[src/rtl/occ_rom_arbiter_pkg.sv]
// Shared types and default sizes for the rom_Occ read-port arbiter.
package occ_rom_arbiter_pkg;

    localparam int OCC_NUM_REQ = 2;
    localparam int OCC_AW      = 8;
    localparam int OCC_DW      = 32;
    localparam int OCC_ROM_LAT = 1;

    // Arbiter transaction states (2-bit encoding).
    typedef enum logic [1:0] {
        ARB_IDLE  = 2'd0,
        ARB_ISSUE = 2'd1,
        ARB_WAIT  = 2'd2,
        ARB_RESP  = 2'd3
    } arb_state_e;

endpackage

[src/rtl/occ_rom_arbiter_if.sv]
// Requester-side and rom_Occ-side signals of the Occ read-port arbiter.
interface occ_rom_arbiter_if
    import occ_rom_arbiter_pkg::*;
#(
    parameter int NUM_REQ = OCC_NUM_REQ,
    parameter int AW      = OCC_AW,
    parameter int DW      = OCC_DW
);
    logic [NUM_REQ-1:0]    req;
    logic [NUM_REQ*AW-1:0] req_addr;
    logic [NUM_REQ-1:0]    gnt;
    logic [NUM_REQ-1:0]    rvalid;
    logic [DW-1:0]         rdata;
    logic                  busy;
    logic                  ce_rom_Occ;
    logic [AW-1:0]         addr_rom_Occ;
    logic [DW-1:0]         rom_data;

    // Environment side: requesting stages plus the ROM data return.
    modport master (
        output req, req_addr, rom_data,
        input  gnt, rvalid, rdata, busy, ce_rom_Occ, addr_rom_Occ
    );

    // Arbiter side.
    modport slave (
        input  req, req_addr, rom_data,
        output gnt, rvalid, rdata, busy, ce_rom_Occ, addr_rom_Occ
    );
endinterface

[src/rtl/occ_rom_arbiter_rr_pick.sv]
// Combinational round-robin picker: first set request after last_idx, wrapping.
module rr_pick #(
    parameter int NUM_REQ = 2,
    localparam int IW     = $clog2(NUM_REQ)
) (
    input  logic [NUM_REQ-1:0] req,
    input  logic [IW-1:0]      last_idx,
    output logic [IW-1:0]      winner,
    output logic               any
);
    logic [IW-1:0] cand;

    // Scan last_idx+1 .. last_idx+NUM_REQ; the previous owner is considered last.
    always_comb begin
        winner = '0;
        any    = 1'b0;
        cand   = '0;
        for (int k = 1; k <= NUM_REQ; k++) begin
            cand = IW'((int'(last_idx) + k) % NUM_REQ);
            if (!any && req[cand]) begin
                any    = 1'b1;
                winner = cand;
            end
        end
    end
endmodule

[src/rtl/occ_rom_arbiter.sv]
// Shares the single rom_Occ read port between NUM_REQ fetch stages, one read in flight.
module occ_rom_arbiter
    import occ_rom_arbiter_pkg::*;
#(
    parameter int NUM_REQ = OCC_NUM_REQ,
    parameter int AW      = OCC_AW,
    parameter int DW      = OCC_DW,
    parameter int ROM_LAT = OCC_ROM_LAT
) (
    input logic              clk,
    input logic              rst_n,
    occ_rom_arbiter_if.slave bus
);
    localparam int IW = $clog2(NUM_REQ);
    localparam int CW = $clog2(ROM_LAT + 1);

    arb_state_e         state, state_n;
    logic [IW-1:0]      idx, idx_n;
    logic [IW-1:0]      last_idx, last_n;
    logic [IW-1:0]      win;
    logic               any;
    logic [CW-1:0]      cnt, cnt_n;
    logic [AW-1:0]      addr_q, addr_n;
    logic [DW-1:0]      rdata_q, rdata_n;
    logic [NUM_REQ-1:0] gnt_q, gnt_n;
    logic [NUM_REQ-1:0] rvalid_q, rvalid_n;
    logic               ce_q, ce_n;
    logic               busy_q, busy_n;

    rr_pick #(.NUM_REQ(NUM_REQ)) u_pick (
        .req      (bus.req),
        .last_idx (last_idx),
        .winner   (win),
        .any      (any)
    );

    // State and all output registers; every output is a flop (Moore).
    always_ff @(posedge clk) begin
        if (!rst_n) begin
            state    <= ARB_IDLE;
            idx      <= '0;
            last_idx <= IW'(NUM_REQ - 1);
            cnt      <= '0;
            addr_q   <= '0;
            rdata_q  <= '0;
            gnt_q    <= '0;
            rvalid_q <= '0;
            ce_q     <= 1'b0;
            busy_q   <= 1'b0;
        end else begin
            state    <= state_n;
            idx      <= idx_n;
            last_idx <= last_n;
            cnt      <= cnt_n;
            addr_q   <= addr_n;
            rdata_q  <= rdata_n;
            gnt_q    <= gnt_n;
            rvalid_q <= rvalid_n;
            ce_q     <= ce_n;
            busy_q   <= busy_n;
        end
    end

    // Next state and next register values; outputs are set for the state being entered.
    always_comb begin
        state_n  = state;
        idx_n    = idx;
        last_n   = last_idx;
        cnt_n    = cnt;
        addr_n   = addr_q;
        rdata_n  = rdata_q;
        gnt_n    = gnt_q;
        rvalid_n = '0;
        ce_n     = 1'b0;
        busy_n   = busy_q;
        case (state)
            ARB_IDLE: begin
                if (any) begin
                    state_n = ARB_ISSUE;
                    idx_n   = win;
                    addr_n  = bus.req_addr[win*AW +: AW];
                    gnt_n   = NUM_REQ'(1) << win;
                    ce_n    = 1'b1;
                    busy_n  = 1'b1;
                end
            end
            ARB_ISSUE: begin
                state_n = ARB_WAIT;
                cnt_n   = CW'(ROM_LAT);
            end
            ARB_WAIT: begin
                cnt_n = cnt - CW'(1);
                if (cnt == CW'(1)) begin
                    state_n  = ARB_RESP;
                    rdata_n  = bus.rom_data;
                    rvalid_n = NUM_REQ'(1) << idx;
                end
            end
            ARB_RESP: begin
                state_n = ARB_IDLE;
                last_n  = idx;
                gnt_n   = '0;
                busy_n  = 1'b0;
            end
            default: state_n = ARB_IDLE;
        endcase
    end

    assign bus.gnt          = gnt_q;
    assign bus.rvalid       = rvalid_q;
    assign bus.rdata        = rdata_q;
    assign bus.busy         = busy_q;
    assign bus.ce_rom_Occ   = ce_q;
    assign bus.addr_rom_Occ = addr_q;
endmodule

[src/flat_wrapper.sv]
// flat-port wrapper written by rule: the top's interface ports become plain ports
module occ_rom_arbiter_flat import occ_rom_arbiter_pkg::*;
#(
    parameter int NUM_REQ = OCC_NUM_REQ,
    parameter int AW      = OCC_AW,
    parameter int DW      = OCC_DW,
    parameter int ROM_LAT = OCC_ROM_LAT
)
  (clk, rst_n, bus_req, bus_req_addr, bus_rom_data, bus_gnt, bus_rvalid, bus_rdata, bus_busy, bus_ce_rom_Occ, bus_addr_rom_Occ);
  occ_rom_arbiter_if #(.NUM_REQ(NUM_REQ), .AW(AW), .DW(DW)) bus_i ();
  input logic clk;
  input logic rst_n;
  input wire logic [$bits(bus_i.req)-1:0] bus_req;
  input wire logic [$bits(bus_i.req_addr)-1:0] bus_req_addr;
  input wire logic [$bits(bus_i.rom_data)-1:0] bus_rom_data;
  output wire logic [$bits(bus_i.gnt)-1:0] bus_gnt;
  output wire logic [$bits(bus_i.rvalid)-1:0] bus_rvalid;
  output wire logic [$bits(bus_i.rdata)-1:0] bus_rdata;
  output wire logic [$bits(bus_i.busy)-1:0] bus_busy;
  output wire logic [$bits(bus_i.ce_rom_Occ)-1:0] bus_ce_rom_Occ;
  output wire logic [$bits(bus_i.addr_rom_Occ)-1:0] bus_addr_rom_Occ;
  assign bus_i.req = bus_req;
  assign bus_i.req_addr = bus_req_addr;
  assign bus_i.rom_data = bus_rom_data;
  assign bus_gnt = bus_i.gnt;
  assign bus_rvalid = bus_i.rvalid;
  assign bus_rdata = bus_i.rdata;
  assign bus_busy = bus_i.busy;
  assign bus_ce_rom_Occ = bus_i.ce_rom_Occ;
  assign bus_addr_rom_Occ = bus_i.addr_rom_Occ;
  occ_rom_arbiter #(.NUM_REQ(NUM_REQ), .AW(AW), .DW(DW), .ROM_LAT(ROM_LAT)) u_core (.clk(clk), .rst_n(rst_n), .bus(bus_i));
endmodule
[config.mk]
export PLATFORM = sky130hd
export DESIGN_NAME = occ_rom_arbiter_flat
export DESIGN_NICKNAME = d
export VERILOG_FILES = /design/src/rtl/occ_rom_arbiter_pkg.sv /design/src/rtl/occ_rom_arbiter_if.sv /design/src/rtl/occ_rom_arbiter_rr_pick.sv /design/src/rtl/occ_rom_arbiter.sv /design/src/flat_wrapper.sv
export SDC_FILE = /design/constraint.sdc
export NUM_CORES = 1
export LEC_CHECK = 0
export CORE_MARGIN = 3
export CORE_UTILIZATION = 44
export DETAILED_ROUTE_END_ITERATION = 10
export PLACE_DENSITY = 0.83
export SYNTH_ARGS = -nofsm -noshare
export SYNTH_HDL_FRONTEND = slang
export SYNTH_HIERARCHICAL = 1
export SYNTH_SLANG_ARGS = --single-unit
[constraint.sdc]
create_clock -name clk -period 4.8 [get_ports clk]
set_clock_uncertainty 0.2 [all_clocks]
set_input_delay 0.96 -clock clk [delete_from_list [all_inputs] [get_ports clk]]
set_output_delay 0.96 -clock clk [all_outputs]
set_load 0.01 [all_outputs]
Word level (Yosys, flattened, before mapping):

Index checks and enable logic that the tools add are counted.

* register bits after elaboration: 51
* bits of input ports: 52

* add/sub/neg operators: 3
* reduce and logical (&&, ||, !) cells: 11
* eq/ne operators: 5
* multiplexer cells: 17
* shift operators: 3
* $lt $le $gt $ge: 2

Operators by type and width (count)
* $shiftx A16 B5 Y8: 1
* $mux W1: 10
* $reduce_and A2 Y1: 5
* $pmux W2 S4: 1
* $mux W2: 3
* $eq A2 B2 Y1 const B: 2
* $lt A1 B2 Y1 const B: 2
* $ne A2 B1 Y1 const B: 2
* $pmux W1 S2: 2
* $pmux W2 S2: 1
* $reduce_bool A2 Y1: 2
* $shl A1 B1 Y2 const A: 2
* $reduce_and A3 Y1: 1
* $add A1 B1 Y1 const B: 2
* $eq A2 B1 Y1 const B: 1
* $logic_not A2 Y1: 1
* $logic_and A1 B1 Y1: 1
* $logic_not A1 Y1: 1
* $sub A1 B1 Y1 const B: 1

Depth between registers and ports, before layout:

* word-level depth: 10
* depth in mapped cells: 7
* depth with buffers taken out: 5

Modules after synthesis:

The synthesis kept the hierarchy.

By module, submodules not included
* occ_rom_arbiter: cells an instance 228, sequential area each 1021.0 µm², area an instance 2160.8 µm², instances 1
* rr_pick: cells an instance 2, sequential area each 0.0 µm², area an instance 13.8 µm², instances 1

Worst setup path before layout:

No wires, ideal clock.

* path type: input to register
* start point: in bus_req[0]
* end point: reg u_core.addr_q[5] (netlist: u_core/bus.addr_rom_Occ[5])
* arrival time: 1.782 ns
* library setup time: 0.119 ns
* required time: 4.481 ns
* cell stages on the path: 6
* setup slack: 2.699 ns
* path buffers: 2
* cells stage by stage: or2_1 > and2_1 > buf_4 > buf_6 > o21ai_0 > a21oi_1

* cells in the longest elaborated chain, start to end: 7
* elaborated cells between the ends (all ways): 12
* those cells by class: 1 x shift; 8 x mux; 3 x reduce/logical

Ends and longest elaborated chain
* start: declaration: RTL line flat_wrapper.sv:13 `input wire logic [$bits(bus_i.req)-1:0] bus_req;`
* $mux W1 (implied by the code) (2 in a row): RTL line occ_rom_arbiter_rr_pick.sv:20 `if (!any && req[cand]) begin`
* $mux W1: RTL line occ_rom_arbiter_rr_pick.sv:20
* $logic_not A1 Y1: RTL line occ_rom_arbiter_rr_pick.sv:20
* $logic_and A1 B1 Y1: RTL line occ_rom_arbiter_rr_pick.sv:20
* $mux W1: RTL line occ_rom_arbiter_rr_pick.sv:20
* $shiftx A16 B5 Y8 / $reduce_and A2 Y1 (equally long branches)
* end signal: assignment: RTL line occ_rom_arbiter.sv:55 `addr_q <= addr_n;`
* end: declaration: RTL line occ_rom_arbiter.sv:23 `logic [AW-1:0] addr_q, addr_n;`

Several ways; a longest one is shown, not always the timed one. The select of a mux whose other input is x is not followed.
A chain may end at the register's enable or synchronous reset.

Worst setup path in the final report:

* start point: in bus_req[1]
* end point: reg u_core.addr_q[1] (netlist: u_core/bus.addr_rom_Occ[1])

* cells in the longest elaborated chain, start to end: 7
* elaborated cells between the ends (all ways): 12
* those cells by class: 1 x shift; 8 x mux; 3 x reduce/logical

Ends and longest elaborated chain
* $mux W1 (implied by the code) (2 in a row): RTL line occ_rom_arbiter_rr_pick.sv:20
* $mux W1: RTL line occ_rom_arbiter_rr_pick.sv:20
* $logic_not A1 Y1: RTL line occ_rom_arbiter_rr_pick.sv:20
* $logic_and A1 B1 Y1: RTL line occ_rom_arbiter_rr_pick.sv:20
* $mux W1 *: RTL line occ_rom_arbiter_rr_pick.sv:20
* net u_core.win: RTL line occ_rom_arbiter.sv:20 `logic [IW-1:0] win;`
* $shiftx A16 B5 Y8 *: RTL line occ_rom_arbiter.sv:81 `addr_n = bus.req_addr[win*AW +: AW];`

The timed path passes the listed nets; every way through them passes the cells marked *. The select of a mux whose other input is x is not followed.

==> run summary <==
vias in the first global route = 1783
core area = 0.00456 mm2
num rows = 24
slowest CP cell = a21boi_1
cell area after layout = 0.00321 mm2
top-count cell post-synth = nand2_1
setup_tns = 0 ns
Yosys top cell area share = 0.470
HP Start = u_core/bus.rdata[17]
1st-pass router iterations = 4
Setup CP Type = input pin to flip-flop
clk sinks = 51
Leak = 1.13 nW
register area share after synthesis = 0.470
CTS Buf Count = 5
ANT nets after route = 0
count of input and output buffers = 97
FF+latch count, synth = 51
vias = 1805
VDD IR-drop max = 0.248 mV
fillcell total = 369
Overflow after GRT = 0
family with the most delay on the worst path = compound AO/OA/AOI/OAI gates
Req. time, crit path = 4.76 ns
Resized Gates After CTS = 0
buffers and inverters on the worst path = 1
crit-path cells = clkdlybuf4s50_1, a21boi_1, mux2i_1, a21oi_1
IO Count = 98
initial antenna violation count = 0
n_diodes = 0
worst skew pair latency = 0.29 ns
wirelength, routed = 4.95 mm
path length in cells of the critical path = 4
mapped cell area = 0.00217 mm2
fin cells = 385
largest net degree at the start of global routing = 35
starting density of the core = 0.476
Worst Tran Pin Value = 1.20 ns
Synth area leader = dfxtp_1
met2 GRT Util = 0.301
Post-CTS Hold Fix Bufs = 0
final period utilization = 0.583
Synth Net Count = 288
most common library cells after synthesis = 69 x nand2_1, 51 x dfxtp_1, 30 x a21boi_2, 12 x mux2i_1, 11 x o21ai_0
Slowest Stage Delay on Critical Path = 0.95 ns
async set-reset flop share out of synthesis = 0
clock root buffer = clkbuf_8
vias per cell = 4.69
Yosys Warn Count = 6
H-tree Lvls = 2
clk buf depth = 2
hpwl dp = 3.54 mm
GR Util met1 = 0.205
CTS tree = yes
reg-to-reg startpoint = u_core/state[0]
number of synthesized flops with an enable pin = 0
DRC Markers = 0
Slew headroom = 0.197
FF-to-FF setup slack = 2.62 ns
final setup vio count = 0
P per Cell Area = 368 mW/mm2
GR peak layer = met2
placed instance count = 377
Tmin final = 2.80 ns
setup bufs post-CTS = 0
Worst-path clk slew = 0.08 ns
CP endpoint = u_core/bus.addr_rom_Occ[1]
Crit. Startpoint = bus_req[1]
Syn Inst Count = 230
CP Capture Type = flip-flop
cells on worst reg2reg path = 5
Unique masters post-synth = 25
final max-slew violation count = 0
layout overhead on the synthesized area = 47.4%
Synth area leaders = dfxtp_1 47%, a21boi_2 16%, nand2_1 12%, mux2i_1 5.5%, ha_1 3.5%
CP Launch Type = input pin
run status = finished clean
GR Layer Usage met3 = 0.0508
Die W = 76.3 um
fmax = 357 MHz
layout cell share with drive strength beyond 1 = 0.116
Worst Path Max Fanout = 11
endpoints failing hold = 0
post-DR wirelength/cell = 12.8 um
ys flop type = dfxtp_1
RD Place Congestion = 0.732
gr usage total = 0.173
RSZ-0062 raised after global routing = no
Mapped Avg Cell Area = 9.45 um2
post-place instance area = 0.00312 mm2
Hold WC Path Type = flip-flop to flip-flop
capturing point of the worst reg2reg path = u_core/bus.rdata[11]
maxcap violations = 0
Die ar. = 0.00582 mm2
first-pass GRT wire length = 8.26 mm
Die Height = 76.3 um
fin nets = 377
DR iter-0 viols = 59
Arr. time, crit path = 2.76 ns
[placed cells by master, fill, tap and decap left out]
cell | netlist | final
a21boi_1 | 0 | 1
o211a_1 | 1 | 1
nor2b_1 | 2 | 2
nand2b_1 | 1 | 1
a21boi_2 | 30 | 30
o31a_1 | 1 | 1
nor2_1 | 3 | 3
o21a_1 | 1 | 1
dfxtp_1 | 51 | 51
nand3b_1 | 1 | 1
and3_1 | 1 | 1
and2_1 | 2 | 2
buf_4 | 1 | 1
clkdlybuf4s50_1 | 0 | 97
nand2_1 | 69 | 69
ha_1 | 6 | 6
a21oi_1 | 9 | 9
a21boi_0 | 3 | 2
nand3_1 | 5 | 5
o21ai_0 | 11 | 11
clkbuf_1 | 3 | 2
or2_1 | 1 | 1
clkinv_2 | 0 | 1
inv_1 | 4 | 4
clkbuf_8 | 0 | 5
mux2i_1 | 12 | 12
[per-stage QoR]
step | hold slack (ns) | setup slack, ns | util | power [W]
after floorplan | 0.225 | 2.70 | - | 0.000793
after global placement | 0.250 | 1.76 | 0.684 | 0.000948
after detailed placement | 0.258 | 1.71 | 0.684 | 0.000958
after CTS | 0.270 | 2.03 | 0.702 | 0.00119
after global routing | 0.286 | 1.86 | 0.702 | 0.00126
final | 0.265 | 2.00 | 0.702 | 0.00118
[state kept, by name, indices dropped and copies added, names as in the netlist]
| register | count |
|---|---|
| u_core/bus.rvalid | 2 |
| u_core/cnt | 1 |
| u_core/bus.busy | 1 |
| u_core/bus.rdata | 32 |
| u_core/state | 2 |
| u_core/bus.ce_rom_Occ | 1 |
| u_core/last_idx | 1 |
| u_core/bus.gnt | 2 |
| u_core/bus.addr_rom_Occ | 8 |
| u_core/idx | 1 |
[cells by family after synthesis]
kind of cell	count (synthesis)	share of synthesized area
and+or+nand+nor	85	0.159
AOI/OAI and AO/OA	56	0.224
buffers and inverters	20	0.0575
muxes	12	0.0552
adders and majority gates	6	0.0345
DFF	51	0.470
[worst min-delay path by stage]
stage / depth (start not counted) / slack [ns] / to
after floorplan: 1 / 0.22 / u_core/bus.rvalid[0]
after global placement: 1 / 0.25 / u_core/bus.rvalid[0]
after detailed placement: 2 / 0.26 / u_core/bus.rdata[29]
after CTS: 2 / 0.27 / u_core/bus.rdata[17]
after global routing: 2 / 0.29 / u_core/bus.rdata[19]
final: 2 / 0.26 / u_core/bus.rdata[17]
[report_power, final]
| group | total [W] | switching [W] | internal [W] |
|---|---|---|---|
| clock | 0.000232 | 0.000129 | 0.000103 |
| sequential | 0.000536 | 0.0000436 | 0.000493 |
| combinational | 0.000411 | 0.000196 | 0.000214 |
[worst register-to-register path: cells and delay by family, from the launching register on]
family	cells	cell delay, ns
and+or+nand+nor	2	0.95
adders and majority gates	1	0.23
buffers and inverters	1	0.11
DFF	1	0.40
AOI/OAI and AO/OA	1	0.22
[final cells by class]
| class | instances | area, um2 | share of cell area |
|---|---|---|---|
| clock buffer | 7 | 76.3 | 0.0238 |
| inverter | 4 | 15.0 | 0.00468 |
| clock inverter | 1 | 5.00 | 0.00156 |
| timing repair buffer | 98 | 978 | 0.305 |
| multi-input combinational | 159 | 1030 | 0.321 |
| tap | 65 | 81.3 | 0.0254 |
| sequential | 51 | 1020 | 0.319 |
[metal layers]
layer	wire length [um]	share of wire
met1	2180	0.44
met2	2440	0.49
met3	281	0.057
met4	44	0.0089
met5	0	0
Power figures use the tool's default switching activity.
